**config.mk**
```make
export PLATFORM = sky130hd
export DESIGN_NAME = puf_serial_link_flat
export DESIGN_NICKNAME = d
export VERILOG_FILES = /design/src/rtl/puf_serial_link_if.sv /design/src/rtl/puf_serial_link.sv /design/src/flat_wrapper.sv
export SDC_FILE = /design/constraint.sdc
export NUM_CORES = 1
export LEC_CHECK = 0
export ABC_AREA = 1
export CORE_ASPECT_RATIO = 0.7
export CORE_UTILIZATION = 40
export DETAILED_ROUTE_END_ITERATION = 16
export PLACE_DENSITY_LB_ADDON = 0.05
export SYNTH_ARGS = -nofsm -noshare
export SYNTH_HDL_FRONTEND = slang
export SYNTH_SLANG_ARGS = --single-unit
```
**constraint.sdc**
```tcl
create_clock -name clk -period 11.4 [get_ports clk]
set_input_delay 2.28 -clock clk [delete_from_list [all_inputs] [get_ports clk]]
set_output_delay 2.28 -clock clk [all_outputs]
set_load 0.005 [all_outputs]
```
**src/rtl/puf_serial_link_if.sv**
```systemverilog
// Host/core bundle for the PUF serial link.
// Carries the host enable and debug pulse, the bit-serial rx (challenge) and tx (response)
// handshakes, the parallel challenge hand-off to the core, the core response strobe, and the
// outstanding/overflow status.
//   master : the link itself (drives the o_* signals)
//   slave  : the host/core side (drives the i_* signals)
interface puf_serial_link_if #(
  parameter int unsigned CHAL_W     = 40,
  parameter int unsigned DBG_W      = 133,
  parameter int unsigned RESP_DEPTH = 4
);
  localparam int unsigned OutW = $clog2(RESP_DEPTH) + 1;

  logic              i_start;
  logic              i_op_mode;
  logic              o_rx_ready;
  logic              i_rx_valid;
  logic              i_rx_data;
  logic              i_tx_ready;
  logic              o_tx_valid;
  logic              o_tx_data;
  logic              o_chal_valid;
  logic [CHAL_W-1:0] o_chal_data;
  logic              o_chal_dbg;
  logic              i_chal_ready;
  logic              i_resp_valid;
  logic              i_resp_dbg;
  logic [DBG_W-1:0]  i_resp_data;
  logic [OutW-1:0]   o_outstanding;
  logic              o_err_ovf;

  modport master (
    input  i_start, i_op_mode, i_rx_valid, i_rx_data, i_tx_ready, i_chal_ready,
           i_resp_valid, i_resp_dbg, i_resp_data,
    output o_rx_ready, o_tx_valid, o_tx_data, o_chal_valid, o_chal_data, o_chal_dbg,
           o_outstanding, o_err_ovf
  );

  modport slave (
    output i_start, i_op_mode, i_rx_valid, i_rx_data, i_tx_ready, i_chal_ready,
           i_resp_valid, i_resp_dbg, i_resp_data,
    input  o_rx_ready, o_tx_valid, o_tx_data, o_chal_valid, o_chal_data, o_chal_dbg,
           o_outstanding, o_err_ovf
  );
endinterface

```
**src/rtl/puf_serial_link.sv**
```systemverilog
// Bit-serial host link between the external host pins and the PUF core.
//   Rx: deserialises CHAL_W-bit challenges (LSB first) and offers them to the core as a word,
//       tagged debug if an i_op_mode pulse was seen since the previous issue.
//   Tx: queues core responses in a RESP_DEPTH-frame FIFO and serialises them LSB first,
//       NORM_W or DBG_W bits per frame, honouring i_tx_ready back-pressure.
// Ports:
//   clk   : clock
//   rst_n : synchronous active-low reset
//   bus   : puf_serial_link_if master modport (host rx/tx, core challenge/response, status)
module puf_serial_link #(
  parameter int unsigned CHAL_W     = 40,
  parameter int unsigned NORM_W     = 34,
  parameter int unsigned DBG_W      = 133,
  parameter int unsigned RESP_DEPTH = 4
) (
  input logic               clk,
  input logic               rst_n,
  puf_serial_link_if.master bus
);
  localparam int unsigned OutW   = $clog2(RESP_DEPTH) + 1;
  localparam int unsigned PtrW   = $clog2(RESP_DEPTH);
  localparam int unsigned RxCntW = $clog2(CHAL_W);
  localparam int unsigned TxCntW = $clog2(DBG_W);
  localparam int unsigned EntW   = DBG_W + 1;
  localparam logic [DBG_W-1:0] NormMask = DBG_W'({NORM_W{1'b1}});

  typedef enum logic [1:0] {StIdle, StRx, StIssue} state_e;

  state_e              state_q, state_d;
  logic [RxCntW-1:0]   rx_cnt_q, rx_cnt_d;
  logic [CHAL_W-1:0]   chal_q, chal_d;
  logic                dbg_pend_q, dbg_pend_d;
  logic [OutW-1:0]     outst_q, outst_d;
  logic                err_ovf_q, err_ovf_d;

  logic [EntW-1:0]     fifo_q [RESP_DEPTH];
  logic [PtrW-1:0]     rd_ptr_q, wr_ptr_q;
  logic [OutW-1:0]     fifo_cnt_q, fifo_cnt_d;

  logic                tx_busy_q, tx_busy_d;
  logic [DBG_W-1:0]    tx_sr_q, tx_sr_d;
  logic                tx_dbg_q, tx_dbg_d;
  logic [TxCntW-1:0]   tx_cnt_q, tx_cnt_d;

  logic                rx_accept, rx_last, issue_hs, credit;
  logic                tx_fire, tx_done, push, pop, full, out_dec, load;
  logic [TxCntW-1:0]   tx_last_idx;
  logic [PtrW-1:0]     rd_nxt;
  logic [EntW-1:0]     load_ent;

  assign rx_accept = (state_q == StRx) && bus.i_rx_valid;
  assign rx_last   = rx_accept && (rx_cnt_q == RxCntW'(CHAL_W - 1));
  assign issue_hs  = (state_q == StIssue) && bus.i_chal_ready;
  assign credit    = outst_q < OutW'(RESP_DEPTH);

  // Rx FSM: the word register is only ever written bit-by-bit, so a frame that was cut short
  // by reset is fully overwritten by the next one.
  always_comb begin
    state_d  = state_q;
    rx_cnt_d = rx_cnt_q;
    chal_d   = chal_q;
    case (state_q)
      StIdle: begin
        if (bus.i_start && credit) begin
          state_d  = StRx;
          rx_cnt_d = '0;
        end
      end
      StRx: begin
        if (rx_accept) begin
          chal_d[rx_cnt_q] = bus.i_rx_data;
          rx_cnt_d         = rx_cnt_q + RxCntW'(1);
          if (rx_last) state_d = StIssue;
        end
      end
      StIssue: begin
        if (bus.i_chal_ready) state_d = StIdle;
      end
      default: state_d = StIdle;
    endcase
  end

  // A pulse coinciding with the handshake is consumed by that challenge.
  assign dbg_pend_d = issue_hs ? 1'b0 : (dbg_pend_q | bus.i_op_mode);

  // Response FIFO: the head stays queued while it is being serialised and is popped only when
  // its last bit is accepted, so a full FIFO includes the frame on the wire.
  assign tx_fire     = tx_busy_q && bus.i_tx_ready;
  assign tx_last_idx = tx_dbg_q ? TxCntW'(DBG_W - 1) : TxCntW'(NORM_W - 1);
  assign tx_done     = tx_fire && (tx_cnt_q == tx_last_idx);
  assign pop         = tx_done;
  assign full        = fifo_cnt_q == OutW'(RESP_DEPTH);
  assign push        = bus.i_resp_valid && (!full || pop);
  assign rd_nxt      = rd_ptr_q + PtrW'(1);
  assign err_ovf_d   = err_ovf_q | (bus.i_resp_valid && full && !pop);

  always_comb begin
    fifo_cnt_d = fifo_cnt_q;
    if (push && !pop)      fifo_cnt_d = fifo_cnt_q + OutW'(1);
    else if (!push && pop) fifo_cnt_d = fifo_cnt_q - OutW'(1);
  end

  // Tx serialiser. On frame completion the next frame is loaded in the same cycle, either from
  // the entry behind the head or, if that slot is being written right now, straight from the
  // incoming response.
  always_comb begin
    tx_busy_d = tx_busy_q;
    tx_sr_d   = tx_sr_q;
    tx_dbg_d  = tx_dbg_q;
    tx_cnt_d  = tx_cnt_q;
    load      = 1'b0;
    load_ent  = '0;
    if (!tx_busy_q) begin
      if (fifo_cnt_q != '0) begin
        load     = 1'b1;
        load_ent = fifo_q[rd_ptr_q];
      end
    end else if (tx_done) begin
      if (fifo_cnt_q > OutW'(1)) begin
        load     = 1'b1;
        load_ent = fifo_q[rd_nxt];
      end else if (bus.i_resp_valid) begin
        load     = 1'b1;
        load_ent = {bus.i_resp_dbg, bus.i_resp_data};
      end else begin
        tx_busy_d = 1'b0;
      end
    end else if (tx_fire) begin
      tx_sr_d  = tx_sr_q >> 1;
      tx_cnt_d = tx_cnt_q + TxCntW'(1);
    end
    if (load) begin
      tx_busy_d = 1'b1;
      tx_dbg_d  = load_ent[DBG_W];
      tx_sr_d   = load_ent[DBG_W-1:0] & (load_ent[DBG_W] ? {DBG_W{1'b1}} : NormMask);
      tx_cnt_d  = '0;
    end
  end

  // Credit cannot go past RESP_DEPTH: it only grows at issue, and RX is entered only below it.
  assign out_dec = tx_done && (outst_q != '0);
  always_comb begin
    outst_d = outst_q;
    if (issue_hs && !out_dec)      outst_d = outst_q + OutW'(1);
    else if (!issue_hs && out_dec) outst_d = outst_q - OutW'(1);
  end

  always_ff @(posedge clk) begin
    if (!rst_n) begin
      state_q    <= StIdle;
      rx_cnt_q   <= '0;
      chal_q     <= '0;
      dbg_pend_q <= 1'b0;
      outst_q    <= '0;
      err_ovf_q  <= 1'b0;
      rd_ptr_q   <= '0;
      wr_ptr_q   <= '0;
      fifo_cnt_q <= '0;
      tx_busy_q  <= 1'b0;
      tx_sr_q    <= '0;
      tx_dbg_q   <= 1'b0;
      tx_cnt_q   <= '0;
    end else begin
      state_q    <= state_d;
      rx_cnt_q   <= rx_cnt_d;
      chal_q     <= chal_d;
      dbg_pend_q <= dbg_pend_d;
      outst_q    <= outst_d;
      err_ovf_q  <= err_ovf_d;
      fifo_cnt_q <= fifo_cnt_d;
      tx_busy_q  <= tx_busy_d;
      tx_sr_q    <= tx_sr_d;
      tx_dbg_q   <= tx_dbg_d;
      tx_cnt_q   <= tx_cnt_d;
      if (push) wr_ptr_q <= wr_ptr_q + PtrW'(1);
      if (pop)  rd_ptr_q <= rd_nxt;
    end
  end

  // Storage needs no reset: pointers and count define which entries are live.
  always_ff @(posedge clk) begin
    if (push) fifo_q[wr_ptr_q] <= {bus.i_resp_dbg, bus.i_resp_data};
  end

  assign bus.o_rx_ready    = state_q == StRx;
  assign bus.o_chal_valid  = state_q == StIssue;
  assign bus.o_chal_data   = chal_q;
  assign bus.o_chal_dbg    = (state_q == StIssue) && (dbg_pend_q || bus.i_op_mode);
  assign bus.o_tx_valid    = tx_busy_q;
  assign bus.o_tx_data     = tx_sr_q[0];
  assign bus.o_outstanding = outst_q;
  assign bus.o_err_ovf     = err_ovf_q;
endmodule
```
**src/flat_wrapper.sv**
```systemverilog
// flat-port wrapper written by rule: the top's interface ports become plain ports
module puf_serial_link_flat 
#(
  parameter int unsigned CHAL_W     = 40,
  parameter int unsigned NORM_W     = 34,
  parameter int unsigned DBG_W      = 133,
  parameter int unsigned RESP_DEPTH = 4
)
  (clk, rst_n, bus_i_start, bus_i_op_mode, bus_i_rx_valid, bus_i_rx_data, bus_i_tx_ready, bus_i_chal_ready, bus_i_resp_valid, bus_i_resp_dbg, bus_i_resp_data, bus_o_rx_ready, bus_o_tx_valid, bus_o_tx_data, bus_o_chal_valid, bus_o_chal_data, bus_o_chal_dbg, bus_o_outstanding, bus_o_err_ovf);
  puf_serial_link_if #(.CHAL_W(CHAL_W), .DBG_W(DBG_W), .RESP_DEPTH(RESP_DEPTH)) bus_i ();
  input logic clk;
  input logic rst_n;
  input wire logic [$bits(bus_i.i_start)-1:0] bus_i_start;
  input wire logic [$bits(bus_i.i_op_mode)-1:0] bus_i_op_mode;
  input wire logic [$bits(bus_i.i_rx_valid)-1:0] bus_i_rx_valid;
  input wire logic [$bits(bus_i.i_rx_data)-1:0] bus_i_rx_data;
  input wire logic [$bits(bus_i.i_tx_ready)-1:0] bus_i_tx_ready;
  input wire logic [$bits(bus_i.i_chal_ready)-1:0] bus_i_chal_ready;
  input wire logic [$bits(bus_i.i_resp_valid)-1:0] bus_i_resp_valid;
  input wire logic [$bits(bus_i.i_resp_dbg)-1:0] bus_i_resp_dbg;
  input wire logic [$bits(bus_i.i_resp_data)-1:0] bus_i_resp_data;
  output wire logic [$bits(bus_i.o_rx_ready)-1:0] bus_o_rx_ready;
  output wire logic [$bits(bus_i.o_tx_valid)-1:0] bus_o_tx_valid;
  output wire logic [$bits(bus_i.o_tx_data)-1:0] bus_o_tx_data;
  output wire logic [$bits(bus_i.o_chal_valid)-1:0] bus_o_chal_valid;
  output wire logic [$bits(bus_i.o_chal_data)-1:0] bus_o_chal_data;
  output wire logic [$bits(bus_i.o_chal_dbg)-1:0] bus_o_chal_dbg;
  output wire logic [$bits(bus_i.o_outstanding)-1:0] bus_o_outstanding;
  output wire logic [$bits(bus_i.o_err_ovf)-1:0] bus_o_err_ovf;
  assign bus_i.i_start = bus_i_start;
  assign bus_i.i_op_mode = bus_i_op_mode;
  assign bus_i.i_rx_valid = bus_i_rx_valid;
  assign bus_i.i_rx_data = bus_i_rx_data;
  assign bus_i.i_tx_ready = bus_i_tx_ready;
  assign bus_i.i_chal_ready = bus_i_chal_ready;
  assign bus_i.i_resp_valid = bus_i_resp_valid;
  assign bus_i.i_resp_dbg = bus_i_resp_dbg;
  assign bus_i.i_resp_data = bus_i_resp_data;
  assign bus_o_rx_ready = bus_i.o_rx_ready;
  assign bus_o_tx_valid = bus_i.o_tx_valid;
  assign bus_o_tx_data = bus_i.o_tx_data;
  assign bus_o_chal_valid = bus_i.o_chal_valid;
  assign bus_o_chal_data = bus_i.o_chal_data;
  assign bus_o_chal_dbg = bus_i.o_chal_dbg;
  assign bus_o_outstanding = bus_i.o_outstanding;
  assign bus_o_err_ovf = bus_i.o_err_ovf;
  puf_serial_link #(.CHAL_W(CHAL_W), .NORM_W(NORM_W), .DBG_W(DBG_W), .RESP_DEPTH(RESP_DEPTH)) u_core (.clk(clk), .rst_n(rst_n), .bus(bus_i));
endmodule
```
======== Word level (Yosys, flattened, before mapping) ========
Memories as Yosys holds them, arrays and structs flattened. A register that Yosys moved wholly into a read port is not among the register bits.
Index checks and enable logic that the tools add are counted.
operators by class
  multiplexer cells ....................... 38
  bitwise operators ....................... 5
  add/sub/neg operators ................... 8
  equality and inequality tests ........... 10
  order comparisons ....................... 4
  reductions and logical operators ........ 38
operators by type and width
  cell                                                                     count
  134-bit 2-to-1 mux                                                       5
  133-bit 2-to-1 mux                                                       5
  133-bit bitwise AND                                                      1
  40-bit bitwise mux                                                       1
  1-bit logical AND                                                        16
  2-bit 2-to-1 mux                                                         6
  3-bit 2-to-1 mux                                                         4
  6-bit 2-to-1 mux                                                         2
  6-bit case mux with 2 select lines                                       1
  1-bit 2-to-1 mux                                                         11
  2-bit nonzero test                                                       5
  3-bit AND reduction                                                      3
  8-bit by 1-bit adder with 8-bit output, second input constant            1
  8-bit == test                                                            1
  8-bit 2-to-1 mux                                                         1
  6-bit by 7-bit < comparator with 1-bit output, second input constant     1
  3-bit by 1-bit adder with 3-bit output, second input constant            2
  6-bit by 1-bit adder with 6-bit output, second input constant            1
  1-bit demux with 6-bit select                                            1
  6-bit == test, second input constant                                     1
  6-bit by 1-bit >= comparator with 1-bit output, second input constant    1
  2-bit by 1-bit inequality test with 1-bit output, second input constant  3
  2-bit case mux with 3 select lines                                       1
  3-bit nonzero test                                                       2
  16 further kinds                                                         27
storage, ports and cells
  memories ................................ 1
  flip-flop bits (word level) ............. 203
  bits in writable memories ............... 536
  input bits .............................. 143
memory list
  memory         words  width  rd ports  clocked after memory_dff  write ports  line                   RTL
  u_core.fifo_q  4      134    2         1                         1            puf_serial_link.sv:36  logic [EntW-1:0] fifo_q [RESP_DEPTH];

======== Depth between registers and ports, before layout ========
Gate-level depths: netlist of the first run.
  word-level depth ........................ 9
  depth in mapped cells ................... 16
  depth with buffers taken out ............ 15

======== Worst setup path after synthesis of the first run ========
OpenSTA, ideal clock, no wires.
  kind .................................... input port to flip-flop
  from .................................... input bus_i_resp_valid
  to ...................................... memory u_core.fifo_q[0][0] in the netlist's numbering (enable)
  slack ................................... 1996 ps
  library setup time ...................... 630 ps
  data arrival time ....................... 8775 ps
  cell stages on the path ................. 5
  cell sequence ........................... buf_2 -> clkbuf_1 -> buf_1 -> nand2_1 -> nor2_1
on the way
  cells in the longest elaborated chain, start to end .. 3
RTL lines
  element                                 line                    RTL
  start, declared                         flat_wrapper.sv:19      input wire logic [$bits(bus_i.i_resp_valid)-1:0] bus_i_resp_valid;
  1-bit logical AND                       puf_serial_link.sv:93   assign push = bus.i_resp_valid && (!full || pop);
  1-bit 2-to-1 mux                        puf_serial_link.sv:182  if (push) fifo_q[wr_ptr_q] <= {bus.i_resp_dbg, bus.i_resp_data};
  1-bit 2-to-1 mux (implied by the code)  puf_serial_link.sv:182
  end, declared                           puf_serial_link.sv:36
Every way passes these cells.

======== Worst setup path after layout of the first run ========
  from .................................... input bus_i_resp_valid
  to ...................................... register u_core.tx_sr_q[122]
on the way
  cells in the longest elaborated chain, start to end .. 7
  elaborated cells on any way between the ends .. 15
  those cells by class .................... eq/ne (1); mux (10); bitwise (1); reduce/logical (3)
RTL lines
  element               line                    RTL
  134-bit 2-to-1 mux    puf_serial_link.sv:122  end else if (bus.i_resp_valid) begin
  134-bit 2-to-1 mux    puf_serial_link.sv:119  if (fifo_cnt_q > OutW'(1)) begin
  134-bit 2-to-1 mux    puf_serial_link.sv:118  end else if (tx_done) begin
  134-bit 2-to-1 mux    puf_serial_link.sv:113  if (!tx_busy_q) begin
  133-bit 2-to-1 mux    puf_serial_link.sv:135  tx_sr_d = load_ent[DBG_W-1:0] & (load_ent[DBG_W] ? {DBG_W{1'b1}} : NormMask);
  133-bit bitwise AND   puf_serial_link.sv:135
  133-bit 2-to-1 mux    puf_serial_link.sv:132  if (load) begin
  end signal, assigned  puf_serial_link.sv:172  tx_sr_q <= tx_sr_d;
  end, declared         puf_serial_link.sv:41   logic [DBG_W-1:0] tx_sr_q, tx_sr_d;
Several ways; a longest one is shown, not always the timed one.
A chain may end at the register's enable or synchronous reset.

==> results of run 1 <==
[routing by layer]
layer | vias to the layer above | part of all wire (%) | GRT usage [%]
met1 | 16200 | 48 | 35.0
li1 | 17300 | - | -
met2 | 928 | 45 | 38.8
met4 | 0 | 1.9 | 5.82
met5 | - | 0 | 0
met3 | 150 | 5.2 | 3.43
[worst max-delay path: cells and delay by family]
kind,cells,cell delay [ps]
buffers and inverters,5,2250
AND/OR/NAND/NOR,5,2010
[registers in the layout (all words and copies together) (netlist names), 2 cells and up, named ones only]
| register | cells |
|---|---|
| u_core.bus.o_chal_data | 40 |
| u_core.tx_sr_q | 133 |
| u_core.tx_cnt_q | 8 |
| u_core.state_q | 2 |
| u_core.rd_ptr_q | 2 |
| u_core.fifo_cnt_q | 3 |
| u_core.bus.o_outstanding | 3 |
| u_core.wr_ptr_q | 2 |
| u_core.rx_cnt_q | 6 |
| u_core.fifo_q | 536 |
[where the power goes]
part           switching, mW  internal [mW]
clock network           1.14           1.46
logic                  0.836          0.380
registers             0.0942           3.11
total                   2.07           4.95
[layout make-up]
type,instances,area share [%]
Sequential cell,741,44.4
Multi-Input combinational cell,3491,34.2
Inverter,847,7.01
Clock buffer,125,5.20
Timing Repair Buffer,237,5.06
Tap cell,1336,3.67
Clock inverter,26,0.437
Antenna cell,5,0.0275
[logic make-up after synthesis]
group	after synthesis	share of synthesized area, %
XOR/XNOR	6	0.130
flip-flops	741	49.9
buffers and inverters	1214	11.9
AO/OA/AOI/OAI	951	12.4
AND/OR/NAND/NOR	2521	25.3
adder cells (fa/ha/maj)	13	0.421
[worst paths after layout]
check | end | slack [ps] | startpoint
max reg2reg | u_core.tx_sr_q[122] | 7010 | u_core.fifo_cnt_q[1]
min reg2reg | u_core.bus.o_chal_data[30] | 450 | u_core.bus.o_chal_data[30]
max | u_core.tx_sr_q[122] | 5340 | bus_i_resp_valid
min | u_core.bus.o_chal_data[30] | 450 | u_core.bus.o_chal_data[30]
[cell usage after synthesis, types with 79 or more instances]
cell type  count  area (um^2)
nand2_1     1885         7080
nor2_1       195          732
clkbuf_1     160          601
inv_1        803         3010
o21ai_0      298         1490
o21ai_1       79          395
buf_2        116          581
edfxtp_1     536        16100
nand3_1      311         1560
dfxtp_1      205         4100
nand4_1      102          638
a21oi_1      497         2490
[metrics by stage]
stage | cell area (um^2) | cells | util [%] | power, mW | worst slack (ps)
6_report | 45500 | 6808 | 45.4 | 7.02 | 5340
5_1_grt | 45500 | 6808 | 45.4 | 7.38 | 5080
2_1_floorplan | 40400 | 5446 | - | 4.11 | 2000
3_3_place_gp | 42900 | 6652 | 42.9 | 4.47 | 4760
4_1_cts | 45500 | 6803 | 45.4 | 7.10 | 5380
3_5_place_dp | 42900 | 6652 | 42.9 | 4.48 | 4660
[layout by cell type (no fill, tap or decap), types with 2 or more instances in the layout]
cell / netlist / routed
a21oi_1: 497 / 497
a311oi_1: 39 / 39
buf_12: 0 / 4
buf_4: 9 / 44
clkbuf_1: 160 / 29
clkbuf_16: 0 / 83
clkbuf_8: 0 / 13
clkdlybuf4s50_1: 0 / 189
clkinv_1: 0 / 7
clkinv_2: 0 / 11
clkinv_8: 0 / 2
dfxtp_1: 205 / 201
dfxtp_4: 0 / 4
diode_2: 0 / 5
edfxtp_1: 536 / 536
ha_1: 12 / 12
inv_1: 803 / 802
inv_2: 44 / 41
inv_4: 0 / 4
inv_6: 0 / 3
nand2_1: 1885 / 1883
nand2_4: 1 / 5
nand3_1: 311 / 311
nand3_4: 1 / 2
nand4_1: 102 / 102
nor2_1: 195 / 191
nor2_2: 5 / 4
nor2_4: 1 / 6
nor3_1: 4 / 4
nor3_2: 6 / 6
o211ai_1: 34 / 34
o21ai_0: 298 / 297
o21ai_1: 79 / 79
or2_2: 2 / 2
xor2_1: 5 / 5
==> run metrics, run 1 <==
syn_nets=around 5,600; first-pass GRT wire length=195,000 um; CP Max Fanout=85; Mapped Cells=5,446; Longest Clk Path Bufs=3; FF+latch area=20,200 um^2; outcome=finished clean; total of max-cap violations=0; CTS Buf Count=81; Max Clk Rate=approximately 160 MHz; GP Congestion=0.766; Starting Density=40.4%; critical path type=input port to register; Syn Area/Cell=7.43 um^2; Worst path slowest cell=buf_4; PwrDens=154 nW/um^2; Distinct cells, synth=38; share of layout cells above drive strength 1=4.41%; die width=around 380 um; DRT antenna net count=0; post-CTS resize count=0; clk_lat worst skew=670 ps; hold-fix buffers at CTS=0; Data required, critical path=between 10,000 and 15,000 ps; clock skew=19.8 ps; Hold Path Class=register to register; Leak=20.5 nW; detailed placement HPWL=67,000 um; area delta synth->final=12.5%; Residual DRC=0; slew margin rel.=29.3%; vias in the first global route=32,700; WP data arrival=6620 ps; I/O pin cnt=192; initial DRC count=2,740; worst slew pin tran=1060 ps; Clock Sinks=741; Clk pin slew, worst setup/hold paths=60 ps; CTS tree=yes; hold-critical path depth=2; footprint of the multi-input gates=15,500 um^2; register area share after synthesis=between 40% and 50%; crit-path max cell delay=890 ps; PortBufs=between 150 and 200; synthesis-stage register bit count=741; core area=100,000 um^2; most used cell, CP=buf_4; Yosys Warn Count=0; Routed WL per cell=18.5 um; worst path cell trace=buf_4, buf_4, inv_1, nand2_1, nand4_4, nand3_4, buf_4, nand3_1, nand2_1, inv_1; DR pass1 iterations=6; NumNets Final=5,555; period utilization=53.2%; fraction of registers with async set/reset=0%; worst vdd ir=between 0.0001 and 0.00015 V; Global Route Usage Sum=24.4%; Setup Fix Bufs, Post-CTS=0; Via density=5.08; H-tree levels=3; WHS=449 ps; Final min period=6060 ps; Post-synth EDFFs=536; Worst R2R Path Depth=11; max-slew violation count=0; final hold vios=0; routed wire length=around 130,000 um; RSZ-0062 raised after global routing=false; Die Ht=268 um; endpoint type of the worst setup path=register; initial antenna violation count=6; crit start category=input port; die footprint=about 100,000 um^2; via count=34,600; Synth Flop Type=edfxtp_1; fill cell count=9,983; largest net degree at the start of global routing=205; # setup viols final=0; cell row count=97; Post-Synthesis Cell Area=40,400 um^2; setup TNS=0 ps; grt ovf=0; Root Buffer=clkbuf_16
No activity file was read; power rests on OpenSTA's default activity.
==> run 2, diff against run 1 <==
==> constraint.sdc (replaced) <==
create_clock -name clk -period 6.1 [get_ports clk]
set_input_delay 1.22 -clock clk [delete_from_list [all_inputs] [get_ports clk]]
set_output_delay 1.22 -clock clk [all_outputs]
set_load 0.005 [all_outputs]
==> run metrics, run 2 (synthesized netlist as in run 1, its figures left out) <==
total of max-cap violations=0 (unchanged); detailed placement HPWL=69,400 um (+3.5%); Data required, critical path=6660 ps (-5300 ps); H-tree levels=3 (unchanged); I/O pin cnt=192 (unchanged); max-slew violation count=0 (unchanged); first-pass GRT wire length=199,000 um (+2.0%); post-CTS resize count=0 (unchanged); worst hold endpoint=u_core.bus.o_chal_data[30]; n_diodes=0 (-5); worst path cell trace=buf_4, inv_1, o21ai_0, nand2_1, nand3_1, nand2_1, nand2_1, nand2_4, buf_12, nand2_1, nand3_1, nand2_1, inv_1; DRT antenna net count=0 (unchanged); Longest Clk Path Bufs=3 (unchanged); Setup Fix Bufs, Post-CTS=0 (unchanged); Worst path slowest cell=dfxtp_4; Die Ht=268 um (unchanged); setup slack after placement=1960 ps (-2700 ps); die width=382 um (unchanged); core area=100,000 um^2 (unchanged); CP Max Fanout=56 (-34%); WP data arrival=4300 ps (-2320 ps); crit-path max cell delay=740 ps (-150 ps); most used cell, CP=nand2_1; clock skew=27.9 ps (+8.15 ps); PwrDens=289 nW/um^2 (+87%); footprint of the multi-input gates=15,500 um^2 (unchanged); vias in the first global route=33,000 (+1.1%); clk_lat worst skew=680 ps (about the same); slew margin rel.=25.2% (-4.1 points); Worst R2R Path Depth=13 (+2); reg2reg start=u_core.rd_ptr_q[1]; initial antenna violation count=2 (-4); share of layout cells above drive strength 1=4.36% (-0.044 points); worst slew pin tran=1120 ps (+56.1 ps); endpoint type of the worst setup path=register; area delta synth->final=13.0%; post-route setup slack=2360 ps (-2980 ps); worst vdd ir=0.000218 V (+110%); Clock Sinks=741 (unchanged); Leak=20.6 nW (+0.26%); Starting Density=40.4% (unchanged); initial DRC count=2,631 (-4.0%); critical path type=register to register; Residual DRC=2 (+2); Global Route Usage Sum=25.0% (+0.60 points); outcome=complete, but fails checks; Final min period=3740 ps; cell row count=97 (unchanged); R2R Path End=u_core.tx_sr_q[112]; Max Clk Rate=267 MHz; fill cell count=10,000 (+0.66%); Routed WL per cell=19.0 um (+2.4%); NumNets Final=5,562 (+0.13%); FF+latch area=20,200 um^2 (unchanged); RSZ-0062 raised after global routing=false; hold-fix buffers at CTS=0 (unchanged); grt ovf=0 (unchanged); via count=34,800 (+0.46%); Clk pin slew, worst setup/hold paths=60 ps (about the same); commonest non-fill, non-tap cell in the layout=nand2_1; CTS Buf Count=82 (+1.2%); period utilization=61.4%; Hold Path Class=register to register; # setup viols final=0 (unchanged); GP Congestion=0.787 (+2.7%); CP Launch Point=u_core.rd_ptr_q[1]; most used cells in the layout excluding fill and tap cells=1,883 x nand2_1, 802 x inv_1, 536 x edfxtp_1, 497 x a21oi_1, 311 x nand3_1; slack of the worst reg-to-reg path=2360 ps (-4650 ps); die footprint=102,000 um^2 (unchanged); WHS=461 ps (+11.8 ps); routed wire length=129,000 um (+2.5%); hold-critical path depth=2 (unchanged); largest net degree at the start of global routing=197 (-3.9%); PortBufs=191 (unchanged); HP Start=u_core.bus.o_chal_data[30]; DR pass1 iterations=11 (+5); max reg flops=536 (unchanged); violated checks=design-rule violations; largest reg by FF count=u_core.fifo_q; Via density=5.10 (+0.40%); Root Buffer=clkbuf_16; final hold vios=0 (unchanged); crit start category=register; CTS tree=yes
## run 2: cell count changes in the layout (fill, tap and decap cells not counted), sizes merged
| cell | before | now |
|---|---|---|
| buf | 48 | 54 |
| diode | 5 | 0 |
| inv | 852 | 849 |
| clkbuf | 125 | 127 |
| clkinvlp | 0 | 2 |
| bufinv | 1 | 2 |
| clkinv | 20 | 21 |
## run 2: cell type report
class | instances | area share, %
clock inverter | 27 | 0.474
tap | 1336 | 3.66
multi-input combinational | 3491 | 34.0
sequential | 741 | 44.2
inverter | 847 | 6.99
timing repair buffer | 243 | 5.44
clock buffer | 127 | 5.15
## run 2: how the worst max path moves through the flow
| stage | slack [ps] | cells past startpoint | to |
|---|---|---|---|
| after floorplan | -2240 | 5 | u_core.fifo_q[0][0] |
| after global placement | 2000 | 8 | u_core.fifo_q[3][113] |
| after detailed placement | 1960 | 8 | u_core.fifo_q[2][130] |
| after CTS | 2380 | 10 | u_core.tx_sr_q[23] |
| after global routing | 2100 | 10 | u_core.tx_sr_q[15] |
| final | 2360 | 13 | u_core.tx_sr_q[112] |
## run 2: metal layers
layer | GRT usage [%] | vias up | part of all wire [%]
met5 | 0 | - | 0.013
met4 | 5.50 | 2 | 1.8
met3 | 3.49 | 152 | 5.6
met2 | 40.0 | 903 | 45
met1 | 35.8 | 16400 | 48
li1 | - | 17300 | -
## run 2: report_power, final
group          internal (mW)  leakage, nW  switching, mW
clock                   2.75         1.24           2.14
sequential              5.81         6.60          0.173
combinational          0.730         12.7           1.60
total                   9.29         20.6           3.91
## run 2: critical path: cells and delay by family (launching register included)
| kind | cells | cell delay [ps] |
|---|---|---|
| compound gates | 1 | 300 |
| simple gates | 8 | 1250 |
| flops | 1 | 740 |
| buf+inv | 4 | 1260 |
## run 2: through the flow
step | power [mW] | std cells | utilization, % | setup TNS (ps) | cell area, um^2
2_1_floorplan | 7.67 | 5446 | - | -1202890 | 40400
3_3_place_gp | 8.41 | 6658 | 43.1 | 0 | 43100
3_5_place_dp | 8.41 | 6658 | 43.1 | 0 | 43100
4_1_cts | 13.3 | 6812 | 45.6 | 0 | 45700
5_1_grt | 13.8 | 6812 | 45.6 | 0 | 45700
6_report | 13.2 | 6812 | 45.6 | 0 | 45700
